$ cat src/rtl/conv_enc_scheduler.sv
// rtl/conv_enc_scheduler.sv - round-robin owner scheduler and FIFO drain sequencer for a shared convolutional encoder
// Optional encode watchdog: define CONV_SCHED_WATCHDOG_EN.

module conv_enc_scheduler (
    input  logic       clk,
    input  logic       reset,
    input  logic [1:0] req_i,
    input  logic [1:0] len_sel_i,
    input  logic [7:0] tail0_i,
    input  logic [7:0] tail1_i,
    output logic [1:0] grant_o,
    output logic       enc_data_valid_o,
    output logic       enc_code_block_length_o,
    output logic [7:0] enc_tail_byte_o,
    input  logic       enc_computation_done_i,
    output logic       enc_rdreq_o,
    input  logic       out_ready_i,
    output logic       out_valid_o,
    output logic       out_last_o,
    output logic       out_owner_o,
    output logic       busy_o,
    output logic       err_o
);

    typedef enum logic [2:0] {
        S_IDLE    = 3'd0,
        S_LAUNCH  = 3'd1,
        S_ENCODE  = 3'd2,
        S_DRAIN   = 3'd3,
        S_RELEASE = 3'd4
    } state_t;

    localparam logic [9:0] LEN_SHORT = 10'd132;
    localparam logic [9:0] LEN_LONG  = 10'd768;

    state_t     state_q;
    logic [1:0] grant_q;
    logic       owner_q;
    logic       len_q;
    logic [7:0] tail_q;
    logic       prio_q;
    logic [9:0] count_q;
    logic       done_prev_q;
    logic       dv_q;
    logic       valid_q;
    logic       last_q;
    logic       out_owner_q;

    logic       rdreq_d;
    logic       done_edge_d;
    logic       winner_d;

`ifdef CONV_SCHED_WATCHDOG_EN
    localparam logic [13:0] WD_LIMIT = 14'd11999;
    logic [13:0] wd_q;
    logic        err_q;
    assign err_o = err_q;
`else
    assign err_o = 1'b0;
`endif

    // Reset gates the strobe in its own cycle so an abort issues no further FIFO reads.
    always_comb begin
        rdreq_d     = (state_q == S_DRAIN) && out_ready_i && (count_q != 10'd0) && !reset;
        done_edge_d = enc_computation_done_i && !done_prev_q;
        winner_d    = (req_i == 2'b11) ? prio_q : req_i[1];
    end

    always_ff @(posedge clk) begin
        if (reset) begin
            state_q     <= S_IDLE;
            grant_q     <= 2'b00;
            owner_q     <= 1'b0;
            len_q       <= 1'b0;
            tail_q      <= 8'h00;
            prio_q      <= 1'b0;
            count_q     <= 10'd0;
            done_prev_q <= 1'b0;
            dv_q        <= 1'b0;
            valid_q     <= 1'b0;
            last_q      <= 1'b0;
            out_owner_q <= 1'b0;
`ifdef CONV_SCHED_WATCHDOG_EN
            wd_q        <= 14'd0;
            err_q       <= 1'b0;
`endif
        end else begin
            done_prev_q <= enc_computation_done_i;
            dv_q        <= 1'b0;
            valid_q     <= rdreq_d;
            last_q      <= rdreq_d && (count_q == 10'd1);
            if (rdreq_d) begin
                count_q     <= count_q - 10'd1;
                out_owner_q <= owner_q;
            end
            case (state_q)
                S_IDLE: begin
                    if (req_i != 2'b00) begin
                        owner_q <= winner_d;
                        grant_q <= winner_d ? 2'b10 : 2'b01;
                        len_q   <= len_sel_i[winner_d];
                        tail_q  <= winner_d ? tail1_i : tail0_i;
                        dv_q    <= 1'b1;
                        state_q <= S_LAUNCH;
                    end
                end
                S_LAUNCH: begin
`ifdef CONV_SCHED_WATCHDOG_EN
                    wd_q    <= 14'd0;
`endif
                    state_q <= S_ENCODE;
                end
                S_ENCODE: begin
                    if (done_edge_d) begin
                        count_q <= len_q ? LEN_LONG : LEN_SHORT;
                        state_q <= S_DRAIN;
                    end
`ifdef CONV_SCHED_WATCHDOG_EN
                    else if (wd_q == WD_LIMIT) begin
                        err_q   <= 1'b1;
                        grant_q <= 2'b00;
                        state_q <= S_RELEASE;
                    end else begin
                        wd_q <= wd_q + 14'd1;
                    end
`endif
                end
                S_DRAIN: begin
                    if (valid_q && last_q) begin
                        grant_q <= 2'b00;
                        state_q <= S_RELEASE;
                    end
                end
                S_RELEASE: begin
                    // The requester just served loses the next tie.
                    prio_q  <= ~owner_q;
                    state_q <= S_IDLE;
                end
                default: state_q <= S_IDLE;
            endcase
        end
    end

    assign grant_o                 = grant_q;
    assign enc_data_valid_o        = dv_q;
    assign enc_code_block_length_o = len_q;
    assign enc_tail_byte_o         = tail_q;
    assign enc_rdreq_o             = rdreq_d;
    assign out_valid_o             = valid_q;
    assign out_last_o              = last_q;
    assign out_owner_o             = out_owner_q;
    assign busy_o                  = (state_q != S_IDLE);

endmodule
$ cat config.mk
export PLATFORM = sky130hd
export DESIGN_NAME = conv_enc_scheduler
export DESIGN_NICKNAME = d
export VERILOG_FILES = /design/src/rtl/conv_enc_scheduler.sv
export SDC_FILE = /design/constraint.sdc
export NUM_CORES = 1
export LEC_CHECK = 0
export ABC_AREA = 1
export BUFFER_PORTS_ARGS = -buffer_cell sky130_fd_sc_hd__buf_2
export CAP_MARGIN = 30
export CORE_UTILIZATION = 55
export CTS_CLUSTER_DIAMETER = 50
export CTS_CLUSTER_SIZE = 24
export DETAILED_ROUTE_END_ITERATION = 16
export HOLD_SLACK_MARGIN = 0.12
export PLACE_DENSITY_LB_ADDON = 0.2
export SYNTH_ARGS = -nofsm -noshare
export SYNTH_HDL_FRONTEND = slang
export SYNTH_SLANG_ARGS = --single-unit
$ cat constraint.sdc
create_clock -name clk -period 2.7 [get_ports clk]
set_input_delay 0.135 -clock clk [delete_from_list [all_inputs] [get_ports clk]]
set_output_delay 0.135 -clock clk [all_outputs]
set_load 0.02 [all_outputs]
After elaboration in Yosys (flattened, before gate mapping)
Cells that the tools add are included.
{"block": "totals", "regBits": 31, "input_bits": 24, "output_inout_bits": 18, "elab_cells": 59}
{"block": "op_classes", "add_sub_neg": 1, "magnitude_cmp": 1, "n_eq_ne": 9, "muxes": 17, "bitwise": 2, "n_reduce_logical": 17}
{"op": "$mux W10", "n": 4}
{"op": "$pmux W3 S4", "n": 1}
{"op": "$eq A10 B1 Y1 const B", "n": 1}
{"op": "$reduce_bool A10 Y1", "n": 1}
{"op": "$sub A10 B1 Y10 const B", "n": 1}
{"op": "$mux W3", "n": 3}
{"op": "$mux W8", "n": 1}
{"op": "$eq A3 B2 Y1 const B", "n": 2}
{"op": "$logic_and A1 B1 Y1", "n": 6}
{"op": "$mux W2", "n": 3}
{"op": "$reduce_and A3 Y1", "n": 2}
{"op": "$mux W1", "n": 4}
{"op": "$ne A2 B2 Y1 const B", "n": 2}
{"op": "$pmux W2 S2", "n": 1}
{"op": "$reduce_bool A2 Y1", "n": 2}
{"op": "$eq A3 B1 Y1 const B", "n": 1}
{"op": "$eq A3 B3 Y1 const B", "n": 1}
{"op": "$logic_not A3 Y1", "n": 1}
{"op": "$reduce_bool A3 Y1", "n": 1}
{"op": "$eq A2 B2 Y1 const B", "n": 1}
{"op": "$logic_not A1 Y1", "n": 2}
{"op": "$lt A1 B2 Y1 const B", "n": 1}
{"op": "$ne A2 B1 Y1 const B", "n": 1}
{"op": "$not A1 Y1", "n": 2}
{"op": "2 further kinds", "n": 2}

Longest topological paths before layout
Gate-level depths: netlist of the first run.
{"block": "logic_depth", "ltp_word": 7, "depth_mapped": 10, "ltp_nobuf": 10}

Worst setup path after synthesis of the first run
Ideal clock, no wire load.
{"block": "synth_timing", "kind": "register -> register", "from": "reg count_q[0]", "to": "reg count_q[0]", "setup_ns": 0.121, "arrival_time_ns": 1.231, "required_ns": 2.579, "path_slack_ns": 1.347, "stages_incl_launch_ff": 9, "n_path_buf": 1, "synth_period_minus_slack_ns": 1.353, "cell_sequence": "dfxtp_1 > inv_1 > ha_1 > nand2_1 > o21ai_2 > inv_2 > buf_6 > o21ai_2 > a21oi_2"}
{"block": "synth_between", "elab_chain_len": 6, "word_cells_on_any_way": 7, "classes_between": "1 x add/sub; 3 x mux; 3 x reduce/logical"}
{"item": "from (decl)", "line_no": "42", "text": "logic [9:0] count_q;"}
{"item": "from (signal assigned)", "line_no": "93", "text": "count_q <= count_q - 10'd1;"}
{"item": "from (signal assigned)", "line_no": "115", "text": "count_q <= len_q ? LEN_LONG : LEN_SHORT;"}
{"item": "$reduce_bool A10 Y1 (*)", "line_no": "64", "text": "rdreq_d = (state_q == S_DRAIN) && out_ready_i && (count_q != 10'd0) && !reset;"}
{"item": "$logic_and A1 B1 Y1 (*) (2 in series)", "line_no": "64"}
{"item": "net enc_rdreq_o", "line_no": "16", "text": "output logic enc_rdreq_o,"}
{"item": "$mux W10 (*)", "line_no": "92", "text": "if (rdreq_d) begin"}
{"item": "$mux W10", "line_no": "114", "text": "if (done_edge_d) begin"}
{"item": "$mux W10 (*)", "line_no": "96", "text": "case (state_q)"}
The timed path passes the listed nets; every way through them passes the cells marked *.
A chain may end at the register's enable or synchronous reset.

Worst setup path in the final report of the first run
{"block": "layout_timing", "from": "reg count_q[0]", "to": "out enc_rdreq_o"}
{"block": "layout_between", "elab_chain_len": 3}
{"item": "$reduce_bool A10 Y1", "line_no": "64"}
{"item": "$logic_and A1 B1 Y1 (2 in series)", "line_no": "64"}
{"item": "to (decl)", "line_no": "16"}
No other way between the ends.

==> flow_summary.yaml, run 1 <==
sta:
  post-route-period-util_pct: 78.7
  finalSetupViolCount: 0
  final.setup.tns_ps: 0
  hold_violations: 0
  drv_slew: 0
  rsz0062_at_grt: "no"
  tightest_slew_ps: 525
  max_slew_margin_pct: 65.0
  setup_ws_ps: 574
  period_needed_ps: 2130
  timing.fmax_ghz: 0.470
  skew_ps: 5.88
setup_path:
  start_kind: "register"
  required_ps: 2570
  worstPathMaxFanout: 13
  worstSetupPathType: "reg2out"
  cp-end-kind: "output pin"
  critical_path_arrival_ps: 1990
yosys:
  synth_top_area_share_pct: 39.6
  avgSynthCellArea_um2: 7.23
  ys_top_cells_by_count: "nand2_1, dfxtp_1, a21oi_1"
  synth-async-reset-ratio_pct: 0
  synthesis.area_um2: 1570
  syn_nets: 244
  synth_cells: 217
  synth-seq-cells: 31
  ys_warn_count: 0
  synth-edff-count: 0
  synth-seq-area-share_pct: 39.6
  synthTopCellsByArea: "dfxtp_1, nand2_1, a21oi_1, nor2_1, inv_1"
  synth_cell_types: 26
  yosysMostFrequentCell: "nand2_1"
  ys.flop_type: "dfxtp_1"
  yosysTopAreaCell: "dfxtp_1"
clocking:
  h-tree-depth: 2
  ctsResizeCount: 0
  clkLatencyLatePin_ps: 330
  cts_buffer_depth: 2
  cts_tree: "done"
  cts.reportedPaths.clkPinSlew_ps: 80
  cts_num_sinks: 31
  cts_buffers: 5
  cts-root-buf: "clkbuf_4"
floorplan:
  row_count: 19
  dieArea_um2: 3070
  initial_core_util_pct: 57.4
  ios: 42
  die_h_um: 55.4
  coreArea_um2: 2730
  fp.dieW_um: 55.4
drt:
  wl_per_cell_um: 11.4
  top_layer: "met4"
  drt_iter0_drc: 68
  drc: 0
  wl_met2_mm: 1.68
  met1_length_mm: 1.61
  route.met3.wl_um: 129
  via_per_inst: 4.98
  antenna_left: 0
  routed_wirelength_mm: 3.50
  first_pass_iters: 4
  route.vias.total: 1533
cells_and_area:
  fin_nets: 305
  area.growth.synth_to_final_pct: 28.1
  n_antenna_cell: 0
  fillers: 221
  drive_gt1_share_pct: 27.1
grt:
  grt-ovfl-total: 0
  grt_pass1_vias: 1411
  track_usage_pct: 25.1
  antenna_found_initial: 0
  grt_max_degree: 17
  grt_pass1_wl_mm: 6.07
pwr:
  p_per_area_nw_per_um2: 846
  power.total_w: 0.00170
  leakage_nw: 1.03
  irDropWorstVdd_mv: 0.781
place:
  place_ws_ps: 889
  port_buffers: 40
  globalplace.congestion: 0.814
  dp_hpwl_mm: 2.34
worst_hold_path:
  hold_class: "in2reg"
outcome:
  outcome: "completed"
job:
  cap_violations: 0
==> worst paths after layout <==
kind,start,to,slack (ps),cells after the start
worst max-delay path,count_q[0],enc_rdreq_o,570,6
worst min-delay path,req_i[1],state_q[1],300,5
worst max register to register,prio_q,enc_tail_byte_o[7],650,7
worst min register to register,owner_q,prio_q,460,1
==> critical path, stage by stage, from the launching register on <==
cell,delay [ps]
dfxtp_1,370
inv_1,150
ha_1,160
nand2_1,60
o21ai_2,450
inv_2,250
buf_2,220
==> layer usage <==
metal / global-route usage, % / vias up
met3: 5.15 / 9
met5: 0 / -
met1: 32.0 / 679
li1: - / 809
met2: 40.3 / 36
met4: 12.5 / 0
==> power by group <==
part | internal (W) | switching, W
combinational | 0.000324 | 0.000495
clock | 0.0000923 | 0.000146
sequential | 0.000563 | 0.0000789
total | 0.000980 | 0.000719
==> cell usage in the layout (no fill, tap or decap), types with 4 or more instances in the layout <==
| master | Yosys | layout |
|---|---|---|
| nor2_2 | 4 | 4 |
| nor2_1 | 21 | 21 |
| a21oi_1 | 24 | 24 |
| dlygate4sd3_1 | 0 | 21 |
| a21oi_2 | 6 | 6 |
| o21ai_0 | 13 | 13 |
| o21ai_2 | 4 | 4 |
| buf_2 | 1 | 40 |
| inv_2 | 7 | 7 |
| nand2_1 | 52 | 52 |
| inv_1 | 18 | 18 |
| dfxtp_1 | 31 | 31 |
| clkbuf_4 | 0 | 5 |
| nand3_1 | 7 | 7 |
| nand2_2 | 5 | 5 |
==> cell families after synthesis <==
group | after synthesis | synth area share [%]
xor+xnor | 6 | 3.35
simple gates | 95 | 27.4
compound gates | 48 | 17.7
buf+inv | 33 | 9.41
other cells | 1 | 0.239
flops | 31 | 39.6
fa+ha+maj | 3 | 2.39
==> repair_timing <==
item / CTS / global route
hold endpoints to repair: 16 / 0
endpoints found under the setup margin: 0 / 0
hold buffers: 21 / 0
buffers inserted: 0 / 0
==> registers in the layout, summed over array words and instances (netlist names) <==
signal / cells
prio_q: 1
state_q: 3
out_last_o: 1
out_owner_o: 1
owner_q: 1
done_prev_q: 1
enc_code_block_length_o: 1
out_valid_o: 1
enc_tail_byte_o: 8
enc_data_valid_o: 1
grant_o: 2
count_q: 10
==> layout make-up <==
cell class / count / area (um2) / share of cell area, %
multi-input cells: 153 / 801 / 39.9
inverters: 26 / 97.6 / 4.86
clock buffers: 6 / 41.3 / 2.05
well taps: 31 / 38.8 / 1.93
flip-flops and latches: 31 / 621 / 30.9
repair buffers: 61 / 410 / 20.4
==> per-stage QoR <==
step / hold slack [ps] / utilization (%) / area (um2) / cells
5_1_grt: 342 / 73.5 / 2010 / 308
3_3_place_gp: 356 / 64.3 / 1760 / 281
6_report: 302 / 73.5 / 2010 / 308
2_1_floorplan: 260 / - / 1570 / 217
4_1_cts: 304 / 73.5 / 2010 / 308
3_5_place_dp: 363 / 64.3 / 1760 / 281
Power figures use the tool's default switching activity.
==> inputs of run 2 (changes only) <==
Settings changed: CORE_UTILIZATION 55 to 46.
Clock period 2.7 ns to 1.85 ns, I/O delays scaled along.
==> flow_summary.yaml, run 2 (synthesis gave the netlist of run 1 again) <==
outcome:
  outcome: "completed"
grt:
  grt-ovfl-total: 0
  grt_max_degree: 17
  grt_pass1_vias: 1330
  antenna_found_initial: 0
  track_usage_pct: 22.5
  grt_pass1_wl_mm: 5.89
pwr:
  switching_share_pct: 43.3
  clockPowerShare_pct: 15.8
  power_frac_comb_pct: 45.6
  power_frac_seq_pct: 38.7
  switchingPower_w: 0.00105
  p_int_w: 0.00137
  leakage_nw: 1.03
  p_per_area_nw_per_um2: 1170
  power.total_w: 0.00242
  irDropWorstVdd_mv: 0.863
place:
  dp_hpwl_mm: 2.43
  place_area_um2: 1790
  place_ws_ps: 275
  globalplace.congestion: 0.903
  port_buffers: 40
cells_and_area:
  drive_gt1_share_pct: 28.7
  top_register: "count_q"
  largest_reg_flops: 10
  area.growth.synth_to_final_pct: 31.9
  n_antenna_cell: 0
  fin_nets: 308
  final_cell_mix: "nand2_1, buf_2, dfxtp_1, a21oi_1"
  final_common_cell: "nand2_1"
  fin_util_pct: 65.6
  fin_area_um2: 2070
floorplan:
  die_h_um: 60.4
  fp.dieW_um: 60.4
  row_count: 20
  coreArea_um2: 3150
  initial_core_util_pct: 49.8
  dieArea_um2: 3650
  ios: 42
clocking:
  clkLatencyLatePin_ps: 340
  cts_buffer_depth: 2
  cts_num_sinks: 31
  cts_tree: "done"
  h-tree-depth: 2
  cts.reportedPaths.clkPinSlew_ps: 100
  cts_buffers: 5
  cts-root-buf: "clkbuf_4"
drt:
  wl_per_cell_um: 11.3
  routed_wirelength_mm: 3.69
  antenna_left: 0
  route.vias.total: 1542
  via_per_inst: 4.73
  first_pass_iters: 4
  drt_iter0_drc: 83
  drc: 0
job:
  cap_violations: 0
setup_path:
  worstPathMaxFanout: 13
  required_ps: 1760
  cp-end-kind: "output pin"
  start_kind: "register"
  critical_path_arrival_ps: 1610
  worstSetupPathType: "reg2out"
sta:
  post-route-period-util_pct: 92.0
  setup_ws_ps: 147
  period_needed_ps: 1700
  final.setup.tns_ps: 0
  finalSetupViolCount: 0
  hold_violations: 0
  skew_ps: 8.34
  rsz0062_at_grt: "no"
  timing.fmax_ghz: 0.587
  drv_slew: 0
worst_hold_path:
  hold_class: "in2reg"
## run 2: cell count changes in the layout (fill, tap and decap cells not counted), sizes merged
cell	change
buf	+3
clkbuf	+1
clkinv	+1
## run 2: per-layer routing
| layer | GRT usage (%) | wire length (um) |
|---|---|---|
| met1 | 27.1 | 1710 |
| met2 | 36.6 | 1750 |
| met3 | 8.10 | 163 |
| met4 | 8.64 | 55 |
| met5 | 0 | 0 |
## run 2: repair_timing
item                                    in CTS  in global routing
pin swaps                                    0                  1
hold buffers                                21                  0
gates resized for setup                      2                  2
endpoints found under the setup margin       1                  1
buffers inserted                             0                  1
endpoints found under the hold margin       16                  0
## run 2: worst max-delay path, stage by stage (launching register included)
cell	delay (ps)
dfxtp_1	360
nor2_2	170
nand3_1	160
o21ai_4	260
inv_4	130
buf_2	180
## run 2: stage by stage
stage,cells,hold slack (ps)
finish,326,166
global route,326,180
CTS,325,149
detailed placement,296,312
global placement,296,308
floorplan,217,217
## run 2: power by group through the flow
stage	Sequential [W]	Clock, W	Combinational, W
floorplan	0.00106	0	0.000705
global placement	0.000944	0	0.00105
detailed placement	0.000945	0	0.00106
CTS	0.000933	0.000392	0.00110
global route	0.000961	0.000431	0.00124
finish	0.000936	0.000381	0.00110
## run 2: area by class of cell
class	count	area [um2]
well taps	44	55.1
clock inverters	1	5.00
fillers	317	1080
multi-input cells	153	808
clock buffers	7	45.0
flip-flops and latches	31	623
repair buffers	64	433
inverters	26	100
## run 2: path summary, 6_finish.rpt
kind	start	to	slack [ps]	cells past startpoint
hold reg to reg	owner_q	prio_q	460	1
hold / removal	reset	state_q[1]	170	4
setup reg to reg	count_q[4]	count_q[3]	420	7
setup / recovery	count_q[4]	enc_rdreq_o	150	5
